File: config.mk
export PLATFORM = sky130hd
export DESIGN_NAME = kdtree_stream_loader
export DESIGN_NICKNAME = d
export VERILOG_FILES = /design/src/rtl/kdtree_stream_loader_pkg.sv /design/src/rtl/kdtree_stream_loader_patch_assembler.sv /design/src/rtl/kdtree_stream_loader.sv
export SDC_FILE = /design/constraint.sdc
export NUM_CORES = 1
export LEC_CHECK = 0
export BUFFER_PORTS_ARGS = -buffer_cell sky130_fd_sc_hd__buf_2
export CORE_UTILIZATION = 49
export CTS_CLUSTER_DIAMETER = 60
export CTS_CLUSTER_SIZE = 28
export DETAILED_ROUTE_END_ITERATION = 10
export PLACE_DENSITY_LB_ADDON = 0.25
export SLEW_MARGIN = 20
export SYNTH_ARGS = -nofsm -noshare
export SYNTH_HDL_FRONTEND = slang
export SYNTH_SLANG_ARGS = --single-unit
File: constraint.sdc
create_clock -name clk -period 6.7 [get_ports clk]
set_input_delay 1.34 -clock clk [delete_from_list [all_inputs] [get_ports clk]]
set_output_delay 1.34 -clock clk [all_outputs]
set_load 0.005 [all_outputs]
File: src/rtl/kdtree_stream_loader_pkg.sv
// Shared types and width helpers for the k-d tree stream loader.
// The checksum output is built only when KDTREE_LOADER_CHECKSUM_EN is defined.
package kdtree_stream_loader_pkg;

  typedef enum logic [1:0] {
    ST_IDLE,
    ST_NODES,
    ST_LEAVES,
    ST_QUERIES
  } load_state_t;

  // Width of an index able to address n entries; never below one bit.
  function automatic int unsigned addr_w(input int unsigned n);
    return (n <= 1) ? 1 : $clog2(n);
  endfunction

  localparam int unsigned DEF_NUM_LEAVES = 64;
  localparam int unsigned DEF_LEAF_SIZE  = 8;
  localparam int unsigned DEF_NODE_AW    = addr_w(DEF_NUM_LEAVES - 1);
  localparam int unsigned DEF_LEAF_AW    = addr_w(DEF_NUM_LEAVES);
  localparam int unsigned DEF_SLOT_AW    = addr_w(DEF_LEAF_SIZE);

endpackage

File: src/rtl/kdtree_stream_loader_patch_assembler.sv
// Collects PATCH_SIZE stream words into one patch; the first word pushed
// ends up in the least significant DATA_WIDTH bits.
module patch_assembler
  import kdtree_stream_loader_pkg::*;
#(
  parameter int unsigned DATA_WIDTH = 11,
  parameter int unsigned PATCH_SIZE = 5
) (
  input  logic                             clk,
  input  logic                             rst,
  input  logic                             clear,
  input  logic                             push,
  input  logic [DATA_WIDTH-1:0]            word,
  output logic [PATCH_SIZE*DATA_WIDTH-1:0] patch,
  output logic                             full,
  output logic                             last
);

  localparam int unsigned PW = PATCH_SIZE * DATA_WIDTH;
  localparam int unsigned CW = addr_w(PATCH_SIZE + 1);

  logic [CW-1:0] count;
  logic [PW-1:0] shifted;

  generate
    if (PATCH_SIZE > 1) begin : g_shift
      assign shifted = {word, patch[PW-1:DATA_WIDTH]};
    end else begin : g_single
      assign shifted = word;
    end
  endgenerate

  always_ff @(posedge clk or posedge rst) begin
    if (rst) begin
      patch <= '0;
      count <= '0;
    end else if (clear) begin
      count <= '0;
    end else if (push && !full) begin
      patch <= shifted;
      count <= count + 1'b1;
    end
  end

  assign full = (count == CW'(PATCH_SIZE));
  assign last = (count == CW'(PATCH_SIZE - 1));

endmodule

File: src/rtl/kdtree_stream_loader.sv
// Streams k-d tree nodes, leaf patches and query patches from an input FIFO.
// Optional checksum output is enabled by defining KDTREE_LOADER_CHECKSUM_EN.
module kdtree_stream_loader
  import kdtree_stream_loader_pkg::*;
#(
  parameter int unsigned DATA_WIDTH = 11,
  parameter int unsigned PATCH_SIZE = 5,
  parameter int unsigned LEAF_SIZE  = 8,
  parameter int unsigned NUM_LEAVES = 64,
  parameter int unsigned NUM_QUERYS = 494
) (
  input  logic                                  clk,
  input  logic                                  rst,
  input  logic                                  load_kdtree,
  input  logic                                  load_query,
  input  logic                                  in_valid,
  input  logic [DATA_WIDTH-1:0]                 in_data,
  output logic                                  in_deq,
  output logic                                  node_wen,
  output logic [addr_w(NUM_LEAVES-1)-1:0]       node_waddr,
  output logic [DATA_WIDTH-1:0]                 node_idx,
  output logic [DATA_WIDTH-1:0]                 node_median,
  output logic                                  leaf_wen,
  output logic [addr_w(NUM_LEAVES)-1:0]         leaf_waddr,
  output logic [addr_w(LEAF_SIZE)-1:0]          leaf_wslot,
  output logic [PATCH_SIZE*DATA_WIDTH-1:0]      leaf_wpatch,
  output logic [DATA_WIDTH-1:0]                 leaf_wpidx,
  output logic                                  query_valid,
  input  logic                                  query_ready,
  output logic [PATCH_SIZE*DATA_WIDTH-1:0]      query_patch,
  output logic                                  busy,
  output logic                                  done,
  output logic                                  err
`ifdef KDTREE_LOADER_CHECKSUM_EN
  ,
  output logic [15:0]                           checksum
`endif
);

  localparam int unsigned NUM_NODES = NUM_LEAVES - 1;
  localparam int unsigned NODE_AW   = addr_w(NUM_NODES);
  localparam int unsigned LEAF_AW   = addr_w(NUM_LEAVES);
  localparam int unsigned SLOT_AW   = addr_w(LEAF_SIZE);
  localparam int unsigned QUERY_CW  = addr_w(NUM_QUERYS);
  localparam int unsigned PW        = PATCH_SIZE * DATA_WIDTH;

  load_state_t state;

  logic [NODE_AW-1:0]    node_cnt;
  logic                  node_half;
  logic [DATA_WIDTH-1:0] idx_reg;
  logic [LEAF_AW-1:0]    leaf_cnt;
  logic [SLOT_AW-1:0]    slot_cnt;
  logic [QUERY_CW-1:0]   query_cnt;

  logic          asm_clear;
  logic          asm_push;
  logic          asm_full;
  logic          asm_last;
  logic [PW-1:0] asm_patch;

  logic start;
  logic slot_last;
  logic leaf_last;
  logic handshake;

  assign start     = load_kdtree || load_query;
  assign slot_last = (slot_cnt == SLOT_AW'(LEAF_SIZE - 1));
  assign leaf_last = slot_last && (leaf_cnt == LEAF_AW'(NUM_LEAVES - 1));
  assign handshake = query_valid && query_ready;

  // A pending query patch keeps the assembler full, which blocks further pops.
  always_comb begin
    in_deq = 1'b0;
    case (state)
      ST_NODES:   in_deq = in_valid;
      ST_LEAVES:  in_deq = in_valid;
      ST_QUERIES: in_deq = in_valid && !asm_full;
      default:    in_deq = 1'b0;
    endcase
  end

  assign asm_push  = in_deq && !asm_full && (state == ST_LEAVES || state == ST_QUERIES);
  assign asm_clear = (state == ST_IDLE)
                  || (state == ST_LEAVES && in_deq && asm_full)
                  || (state == ST_QUERIES && handshake);

  patch_assembler #(
    .DATA_WIDTH (DATA_WIDTH),
    .PATCH_SIZE (PATCH_SIZE)
  ) u_asm (
    .clk   (clk),
    .rst   (rst),
    .clear (asm_clear),
    .push  (asm_push),
    .word  (in_data),
    .patch (asm_patch),
    .full  (asm_full),
    .last  (asm_last)
  );

  assign query_patch = asm_patch;

  always_ff @(posedge clk or posedge rst) begin
    if (rst) begin
      state       <= ST_IDLE;
      busy        <= 1'b0;
      done        <= 1'b0;
      err         <= 1'b0;
      node_wen    <= 1'b0;
      node_waddr  <= '0;
      node_idx    <= '0;
      node_median <= '0;
      leaf_wen    <= 1'b0;
      leaf_waddr  <= '0;
      leaf_wslot  <= '0;
      leaf_wpatch <= '0;
      leaf_wpidx  <= '0;
      query_valid <= 1'b0;
      node_cnt    <= '0;
      node_half   <= 1'b0;
      idx_reg     <= '0;
      leaf_cnt    <= '0;
      slot_cnt    <= '0;
      query_cnt   <= '0;
    end else begin
      done     <= 1'b0;
      err      <= 1'b0;
      node_wen <= 1'b0;
      leaf_wen <= 1'b0;
      if (state != ST_IDLE && start) err <= 1'b1;

      case (state)
        ST_IDLE: begin
          node_cnt  <= '0;
          node_half <= 1'b0;
          leaf_cnt  <= '0;
          slot_cnt  <= '0;
          query_cnt <= '0;
          if (load_kdtree) begin
            state <= ST_NODES;
            busy  <= 1'b1;
          end else if (load_query) begin
            state <= ST_QUERIES;
            busy  <= 1'b1;
          end
        end

        ST_NODES: begin
          if (in_deq) begin
            if (!node_half) begin
              idx_reg   <= in_data;
              node_half <= 1'b1;
            end else begin
              node_half   <= 1'b0;
              node_wen    <= 1'b1;
              node_waddr  <= node_cnt;
              node_idx    <= idx_reg;
              node_median <= in_data;
              if (node_cnt == NODE_AW'(NUM_NODES - 1)) begin
                node_cnt <= '0;
                state    <= ST_LEAVES;
              end else begin
                node_cnt <= node_cnt + 1'b1;
              end
            end
          end
        end

        ST_LEAVES: begin
          // With the patch already full, the popped word is its index.
          if (in_deq && asm_full) begin
            leaf_wen    <= 1'b1;
            leaf_waddr  <= leaf_cnt;
            leaf_wslot  <= slot_cnt;
            leaf_wpatch <= asm_patch;
            leaf_wpidx  <= in_data;
            if (slot_last) begin
              slot_cnt <= '0;
              leaf_cnt <= leaf_cnt + 1'b1;
            end else begin
              slot_cnt <= slot_cnt + 1'b1;
            end
            if (leaf_last) begin
              leaf_cnt <= '0;
              state    <= ST_QUERIES;
            end
          end
        end

        ST_QUERIES: begin
          if (handshake) begin
            query_valid <= 1'b0;
            if (query_cnt == QUERY_CW'(NUM_QUERYS - 1)) begin
              query_cnt <= '0;
              state     <= ST_IDLE;
              busy      <= 1'b0;
              done      <= 1'b1;
            end else begin
              query_cnt <= query_cnt + 1'b1;
            end
          end else if (in_deq && asm_last) begin
            query_valid <= 1'b1;
          end
        end

        default: state <= ST_IDLE;
      endcase
    end
  end

`ifdef KDTREE_LOADER_CHECKSUM_EN
  always_ff @(posedge clk or posedge rst) begin
    if (rst) begin
      checksum <= '0;
    end else if (state == ST_IDLE && start) begin
      checksum <= '0;
    end else if (in_deq) begin
      checksum <= checksum + 16'(in_data);
    end
  end
`endif

endmodule
==> impl_metrics.toml <==
[status]
outcome = "finished clean"

[global_routing]
gr-usage-all-layers_pct = 19.5
grt_max_degree = 206
grt_pass1_wl_mm = 27.9
antenna_found_initial = 0
grt_pass1_vias = 5314
grt-ovfl-total = 0

[sta]
period_share_pct = 53.0
maxSlewViolCount = 0
fmax_mhz = 281
hold_viol = 0
grt_setup_unrepaired = "no"
worst_slew_pin_slew_ps = 804
fin_setup_tns_ps = 0
setup_slack_ps = 3150
slew-limit-headroom_pct = 46.4
fin_crit_ps = 3550
skew_ps = 16.2
setup_violations = 0

[detailed_routing]
drc = 0
dr.pass1.iters = 4
wire_per_inst_um = 17.6
vias = 5167
viasPerCell = 5.34
wl_mm = 17.0
drtIter0Drc = 236
antenna_left = 0

[place]
placed_area_mm2 = 0.00942
dp_hpwl_mm = 11.5
post-place-cells = 941
gp_congestion = 0.839
place_ws_ps = 3150
port_buffers = 181

[clock_network]
cts_root_buffer = "clkbuf_16"
cts_max_level = 1
clk_latency_ps = 470
cts_resized = 0
hold_buffers = 0
clkSinkCount = 205
cts_post_setup_buffers_inserted = 0
clk_path_buf_depth = 3
cts_tree = "yes"
cts_buffers = 14
clk_pin_slew_ps = 90

[hold_path]
worstHoldStart = "leaf_wpidx[2]"
hold_depth = 1
worstHoldPathType = "flip-flop to flip-flop"
holdPathEnd = "leaf_wpidx[2]"

[setup_path]
worstSetupStartpointType = "primary input"
path_class = "primary input to output pin"
reg2reg_from = "state[0]"
reg2reg_to = "u_asm.patch[2]"
cpMostUsedCell = "buf_2"
crit_slowest_cell = "o21a_1"
critPathTopFamily = "compound AO/OA/AOI/OAI gates"
crit_chain = "buf_2 > nor2b_1 > o21a_1 > buf_2"
critPathBufInv = 2
crit_path_max_incr_delay_ps = 350
end_kind = "output pin"
path_max_fanout = 6
startpoint = "in_valid"
r2r_slack_ps = 3860
worstPathArrival_ps = 2210
worst-r2r-cell-count = 6
crit_required_ps = 5360

[synthesis]
synth_area_leaders = "dfrtp_1 61%, mux2_2 20%, mux2_4 3.2%, ha_1 2.1%, nor2_1 0.99%"
yosysSeqAreaShare_pct = 61.4
synth_area_mm2 = 0.00836
synth_warnings = 0
synth_top_area_share_pct = 61.4
synth_nets = 593
yosys.cell_types.count = 46
synth.most_common_cell = "dfrtp_1"
synth_edf_count = 0
synth_top_area_cell = "dfrtp_1"
synth_common_cells = "205 x dfrtp_1, 148 x mux2_2, 22 x nor2_1, 18 x mux2_4, 16 x o21ai_0"
synth_cells = 562
ys_ff_latch = 205
async_flop_share_pct = 100
synthFlopType = "dfrtp_1"
syn_avg_cell_area_um2 = 14.9

[power]
p_sw_share_pct = 31.8
p_switching_w = 0.00114
p_comb_share_pct = 26.5
p_per_area_mw_per_mm2 = 359
max-vdd-ir-drop_uv = 221
leakage_nw = 5.41
p_int_w = 0.00244
power_frac_seq_pct = 48.5
clockPowerShare_pct = 25.0

[layout]
finalNetCount = 770
drive_gt1_share_pct = 51.0
fill_cells = 1300
n_antenna_cell = 0
top_regs = "leaf_wpatch (55), u_asm.patch (55)"
multi_input_area_mm2 = 0.00303
regArea_mm2 = 0.00513
final_cells = 967
syn2layout_area_growth_pct = 19.2
final_cell_area_mm2 = 0.00996

[die]
die_w_um = 133
core_area_mm2 = 0.0166
die_y_um = 133
row_count = 47
die_area_mm2 = 0.0176
initial_utilization_pct = 50.2
ios = 182

[run]
maxCapViolCount = 0
[per-stage QoR]
stage | hold WS [ps] | util [%] | power, W
CTS | 508 | 59.5 | 0.00361
detailed placement | 484 | 56.6 | 0.00270
finish | 505 | 59.9 | 0.00357
global route | 519 | 59.9 | 0.00378
global placement | 481 | 56.6 | 0.00264
floorplan | 475 | - | 0.00230
[layout by cell type (no fill, tap or decap), types with 13 or more instances in the layout]
cell type / netlist / final
dfrtp_1: 205 / 205
o21ai_0: 16 / 16
ha_1: 14 / 14
nand2_1: 13 / 13
buf_2: 14 / 181
clkbuf_16: 0 / 15
mux2_2: 148 / 148
inv_1: 15 / 14
nor2_1: 22 / 22
mux2_4: 18 / 18
[worst max-delay path by stage]
stage,end,depth (start not counted)
floorplan,busy,1
global placement,in_deq,4
detailed placement,in_deq,4
CTS,in_deq,4
global route,in_deq,4
finish,in_deq,4
[power by group through the flow]
stage               clock (W)  sequential (W)  combinational, W
floorplan                   0         0.00170          0.000597
global placement            0         0.00174          0.000903
detailed placement          0         0.00176          0.000946
CTS                  0.000924         0.00173          0.000954
global route         0.000964         0.00177           0.00104
finish               0.000893         0.00173          0.000947
[cell families after synthesis]
family | synth area share, %
flip-flops | 61.4
multiplexers | 24.2
AND/OR/NAND/NOR | 4.18
AO/OA/AOI/OAI | 4.78
buffers and inverters | 2.41
adder cells (fa/ha/maj) | 2.10
XOR/XNOR | 0.943
[per-layer routing]
metal / share of wire (%) / wire (µm) / track usage [%]
met5: 0 / 0 / 0
met4: 1.7 / 286 / 4.28
met3: 4.9 / 835 / 3.10
met2: 47 / 7940 / 32.4
met1: 47 / 7940 / 27.2
[cell type report]
cell class	instances	area share, %
Sequential cell	205	51.5
Multi-Input combinational cell	319	30.4
Timing Repair Buffer	184	9.85
Clock buffer	17	3.94
Tap cell	220	2.76
Clock inverter	7	0.917
Inverter	15	0.603
Power figures use the tool's default switching activity.
